File: src/rtl/instr_encoder.sv
// Packs MIPS instruction fields into 32-bit words and queues them in a small FIFO.
// Each word leaves on a valid/ready stream together with its running byte address.
module instr_encoder #(
  parameter int          DEPTH     = 4,
  parameter logic [31:0] BASE_ADDR = 32'h0000_3000
) (
  input  logic                     clk,
  input  logic                     reset,
  input  logic                     restart,
  input  logic                     in_valid,
  output logic                     in_ready,
  input  logic [1:0]               fmt,
  input  logic [5:0]               opcode,
  input  logic [4:0]               rs,
  input  logic [4:0]               rt,
  input  logic [4:0]               rd,
  input  logic [4:0]               shamt,
  input  logic [5:0]               funct,
  input  logic [15:0]              imm16,
  input  logic [25:0]              imm26,
  input  logic [31:0]              raw,
  output logic                     out_valid,
  input  logic                     out_ready,
  output logic [31:0]              out_instr,
  output logic [31:0]              out_addr,
  output logic [$clog2(DEPTH):0]   count
);

  localparam int            AW       = $clog2(DEPTH);
  localparam logic [AW:0]   FULL_CNT = (AW+1)'(DEPTH);

  logic [31:0]   mem [DEPTH];
  logic [AW-1:0] wr_ptr;
  logic [AW-1:0] rd_ptr;
  logic [AW:0]   cnt;
  logic [31:0]   addr;
  logic [31:0]   enc_word;
  logic          push;
  logic          pop;

  always_comb begin
    enc_word = raw;
    case (fmt)
      2'd0:    enc_word = {opcode, rs, rt, rd, shamt, funct};
      2'd1:    enc_word = {opcode, rs, rt, imm16};
      2'd2:    enc_word = {opcode, imm26};
      default: enc_word = raw;
    endcase
  end

  // Handshake: a transfer happens on an edge where valid && ready; valid never
  // waits on ready, and in_ready depends only on the registered occupancy.
  assign in_ready  = (cnt != FULL_CNT);
  assign out_valid = (cnt != '0);
  assign push      = in_valid && in_ready;
  assign pop       = out_valid && out_ready;
  assign out_instr = out_valid ? mem[rd_ptr] : 32'h0;
  assign out_addr  = addr;
  assign count     = cnt;

  always_ff @(posedge clk or negedge reset) begin
    if (!reset) begin
      wr_ptr <= '0;
      rd_ptr <= '0;
      cnt    <= '0;
      addr   <= BASE_ADDR;
    end else if (restart) begin
      wr_ptr <= '0;
      rd_ptr <= '0;
      cnt    <= '0;
      addr   <= BASE_ADDR;
    end else begin
      if (push) wr_ptr <= wr_ptr + AW'(1);
      if (pop) begin
        rd_ptr <= rd_ptr + AW'(1);
        addr   <= addr + 32'd4;
      end
      case ({push, pop})
        2'b10:   cnt <= cnt + (AW+1)'(1);
        2'b01:   cnt <= cnt - (AW+1)'(1);
        default: cnt <= cnt;
      endcase
    end
  end

  // Storage needs no reset: a slot is only visible once it has been written.
  always_ff @(posedge clk) begin
    if (push && !restart) mem[wr_ptr] <= enc_word;
  end

endmodule

File: config.mk
export PLATFORM = sky130hd
export DESIGN_NAME = instr_encoder
export DESIGN_NICKNAME = d
export VERILOG_FILES = /design/src/rtl/instr_encoder.sv
export SDC_FILE = /design/constraint.sdc
export NUM_CORES = 1
export LEC_CHECK = 0
export CORE_MARGIN = 1
export CORE_UTILIZATION = 50
export CTS_CLUSTER_DIAMETER = 30
export DETAILED_ROUTE_END_ITERATION = 7
export GPL_ROUTABILITY_DRIVEN = 0
export PLACE_DENSITY = 0.81
export SYNTH_ARGS = -nofsm -noshare
export SYNTH_HDL_FRONTEND = slang
export SYNTH_SLANG_ARGS = --single-unit
File: constraint.sdc
create_clock -name clk -period 3 [get_ports clk]
set_input_delay 0.6 -clock clk [delete_from_list [all_inputs] [get_ports clk]]
set_output_delay 0.6 -clock clk [all_outputs]
set_load 0.05 [all_outputs]
==> flow_summary.yaml <==
timing:
  min_period_over_period: 0.926
  grt_setup_unrepaired: "no"
  fmax_mhz: 360
  fin_tns_setup_ns: 0
  fin_worst_skew_ns: 0.00659
  final_max_slew_viol_count: 0
  slew_headroom: 0.515
  fin_crit_ns: 2.78
  setup_viol: 0
  whs_ns: 0.566
  hold_viol: 0
  worst_pin_slew_ns: 0.722
routing:
  wl_mm: 17.1
  via_per_inst: 5.75
  ant_nets: 0
  drt-wirelength-per-cell_um: 19.7
  via_count: 5001
  dr.pass1.iters: 5
  remaining_drc_errors: 0
  first_iter_violations: 315
hold_path:
  hold_depth: 2
  min-delay-start: "out_addr[31]"
  hp-class: "reg2reg"
setup_path:
  worstPathCellList: "nor3_2 -> buf_4 -> inv_1 -> clkdlybuf4s50_1"
  cp.arrival_ns: 2.18
  cp_num_buf_inv: 3
  path_max_fanout: 7
  critPathLaunchType: "flip-flop"
  worstPathRequired_ns: 2.40
  cp_top_family: "buffers and inverters"
  crit_start: "count[1]"
  worst-path-stages: 4
  slowest_delay_ns: 0.69
  r2r_setup_slack_ns: 0.52
  crit_type: "reg2out"
  reg2reg_depth: 5
  cpMaxStageDelayCell: "clkdlybuf4s50_1"
  critPathCaptureType: "output port"
  r2r_start: "count[1]"
clocking:
  cts_tree: "done"
  cts_sinks: 165
  clk_latency_ns: 0.42
  cts_setup_buffers: 0
  cts_resized: 0
  clkTransAtPathRegs_ns: 0.06
  clockBufferDepth: 2
  cts_made_buffers: 17
  cts_root_buf: "clkbuf_16"
  cts_max_level: 4
  postCtsHoldBufs: 0
die:
  die-area_um2: 15500
  start_util: 0.515
  die_x_um: 125
  rows: 44
  io_pins: 182
  core_um2: 14600
  die_h_um: 125
power:
  combPwrFrac: 0.385
  seqPwrFrac: 0.353
  p_sw_frac: 0.368
  leakagePower_nw: 3.50
  powerDensity_nw_per_um2: 765
  switchingPower_w: 0.00284
  intPower_w: 0.00488
  pwr-share-clk: 0.261
  worst_ir_drop_vdd_mv: 0.593
synth:
  seq_area_frac_synth: 0.635
  yosys.area.top_type_share: 0.511
  synth_ff_type: "edfxtp_1"
  syn_area_per_cell_um2: 15.6
  synth_simple_gate_area_frac: 0.101
  synth_xor_area_frac: 0.0151
  ys_top_cells_by_area: "edfxtp_1, mux4_2, dfrtp_1"
  synth_most_common_cell: "edfxtp_1"
  synth_fa_ha_area_frac: 0.0110
  synthMuxAreaShare: 0.170
  synth_compound_area_frac: 0.0464
  synth_cell_types: 39
  synthArstFlopShare: 0.224
  synth_edf_count: 128
  synth_top_family_by_area: "multiplexers"
  yosys_warnings: 0
  synth_common_cells: "edfxtp_1, mux4_2, dfrtp_1"
  syn_inst: 481
  yosys.area.top_type: "edfxtp_1"
  netlist_area_um2: 7520
  ys_ff_latch: 165
grt:
  antenna_found_initial: 2
  grt_pass1_wl_mm: 27.0
  grt_usage: 0.230
  grt_pass1_vias: 5216
  grt_max_degree: 38
  globalRoute.totalOverflow: 0
final_layout:
  stdcell_count: 870
  layout.nets: 790
  syn_to_final_growth_pct: 34.1
  drive_gt1_frac: 0.222
  final_area_um2: 10100
placement:
  dp_cells: 836
  dpl_cell_area_um2: 9520
  io_buffers: 179
  hpwl_mm: 11.7
run_status:
  status: "finished, final reports clean"
job:
  maxCapViolCount: 0
through the flow:
step | total power [W] | utilization | setup slack [ns]
2_1_floorplan | 0.00476 | - | 0.254
4_1_cts | 0.00777 | 0.691 | 0.172
5_1_grt | 0.00800 | 0.691 | 0.120
3_5_place_dp | 0.00574 | 0.653 | 0.362
6_report | 0.00771 | 0.691 | 0.222
3_3_place_gp | 0.00571 | 0.653 | 0.419
power by group through the flow:
stage / registers (W) / clock network [W] / logic [W]
after floorplan: 0.00282 / 0 / 0.00194
after global placement: 0.00276 / 0 / 0.00295
after detailed placement: 0.00277 / 0 / 0.00297
after CTS: 0.00273 / 0.00204 / 0.00300
after global routing: 0.00274 / 0.00214 / 0.00312
final: 0.00273 / 0.00202 / 0.00297
path summary, 6_finish.rpt:
check	endpoint
worst max-delay path	out_valid
worst min-delay path	out_addr[31]
worst max register to register	count[2]
worst min register to register	out_addr[31]
max in group asynchronous	rd_ptr[0]
min in group asynchronous	out_addr[18]
cells in the final DEF, fill, tap and decap left out, types with 3 or more instances in the layout:
| cell type | synthesis | layout |
|---|---|---|
| buf_4 | 2 | 53 |
| and2_2 | 0 | 4 |
| inv_1 | 6 | 6 |
| nand3_1 | 8 | 8 |
| o31ai_1 | 15 | 15 |
| o211ai_1 | 3 | 3 |
| dfrtp_1 | 35 | 33 |
| ha_1 | 5 | 5 |
| xnor2_1 | 5 | 5 |
| clkdlybuf4s50_1 | 0 | 147 |
| nor2_1 | 25 | 25 |
| nand4_1 | 9 | 9 |
| clkbuf_16 | 0 | 17 |
| and3_1 | 3 | 3 |
| clkinv_4 | 0 | 3 |
| mux2_2 | 8 | 8 |
| or4_1 | 16 | 16 |
| mux2i_1 | 11 | 11 |
| nor3_1 | 5 | 4 |
| and4_1 | 4 | 4 |
| nor2b_1 | 34 | 34 |
| nand2_1 | 14 | 14 |
| xor2_1 | 8 | 8 |
| a21oi_1 | 31 | 31 |
| edfxtp_1 | 128 | 128 |
| or3_1 | 3 | 3 |
| mux4_2 | 48 | 48 |
| o21ai_0 | 5 | 5 |
| inv_6 | 0 | 3 |
| clkinvlp_4 | 0 | 4 |
flip-flops by register name, summed over array words and instances, names as in the netlist:
name,cells
count,3
mem,128
out_addr,30
rd_ptr,2
wr_ptr,2
cell families after synthesis:
group / Yosys count
muxes: 67
AOI/OAI and AO/OA: 58
other: 1
adders and majority gates: 6
DFF: 165
and+or+nand+nor: 133
xor gates and xnor gates: 13
buffers and inverters: 38
area by class of cell:
| cell class | count | area [µm²] |
|---|---|---|
| clock inverter | 15 | 130 |
| inverter | 6 | 22.5 |
| antenna | 2 | 5.00 |
| timing repair buffer | 202 | 1890 |
| tap | 184 | 230 |
| clock buffer | 17 | 425 |
| multi-input combinational | 279 | 2600 |
| sequential | 165 | 4770 |
| fill | 941 | 4510 |
layer usage:
layer	global-route usage	share of wire	vias to the layer above
li1	-	-	2281
met1	0.291	0.39	2494
met2	0.389	0.52	203
met3	0.0550	0.069	23
met4	0.0808	0.015	0
met5	0	0	-
tightest hold or removal path, stage by stage, from the launching register on:
cell     delay, ns
dfrtp_1       0.39
o31ai_1       0.07
a21oi_1       0.06
(Power assumes the default switching activity.)
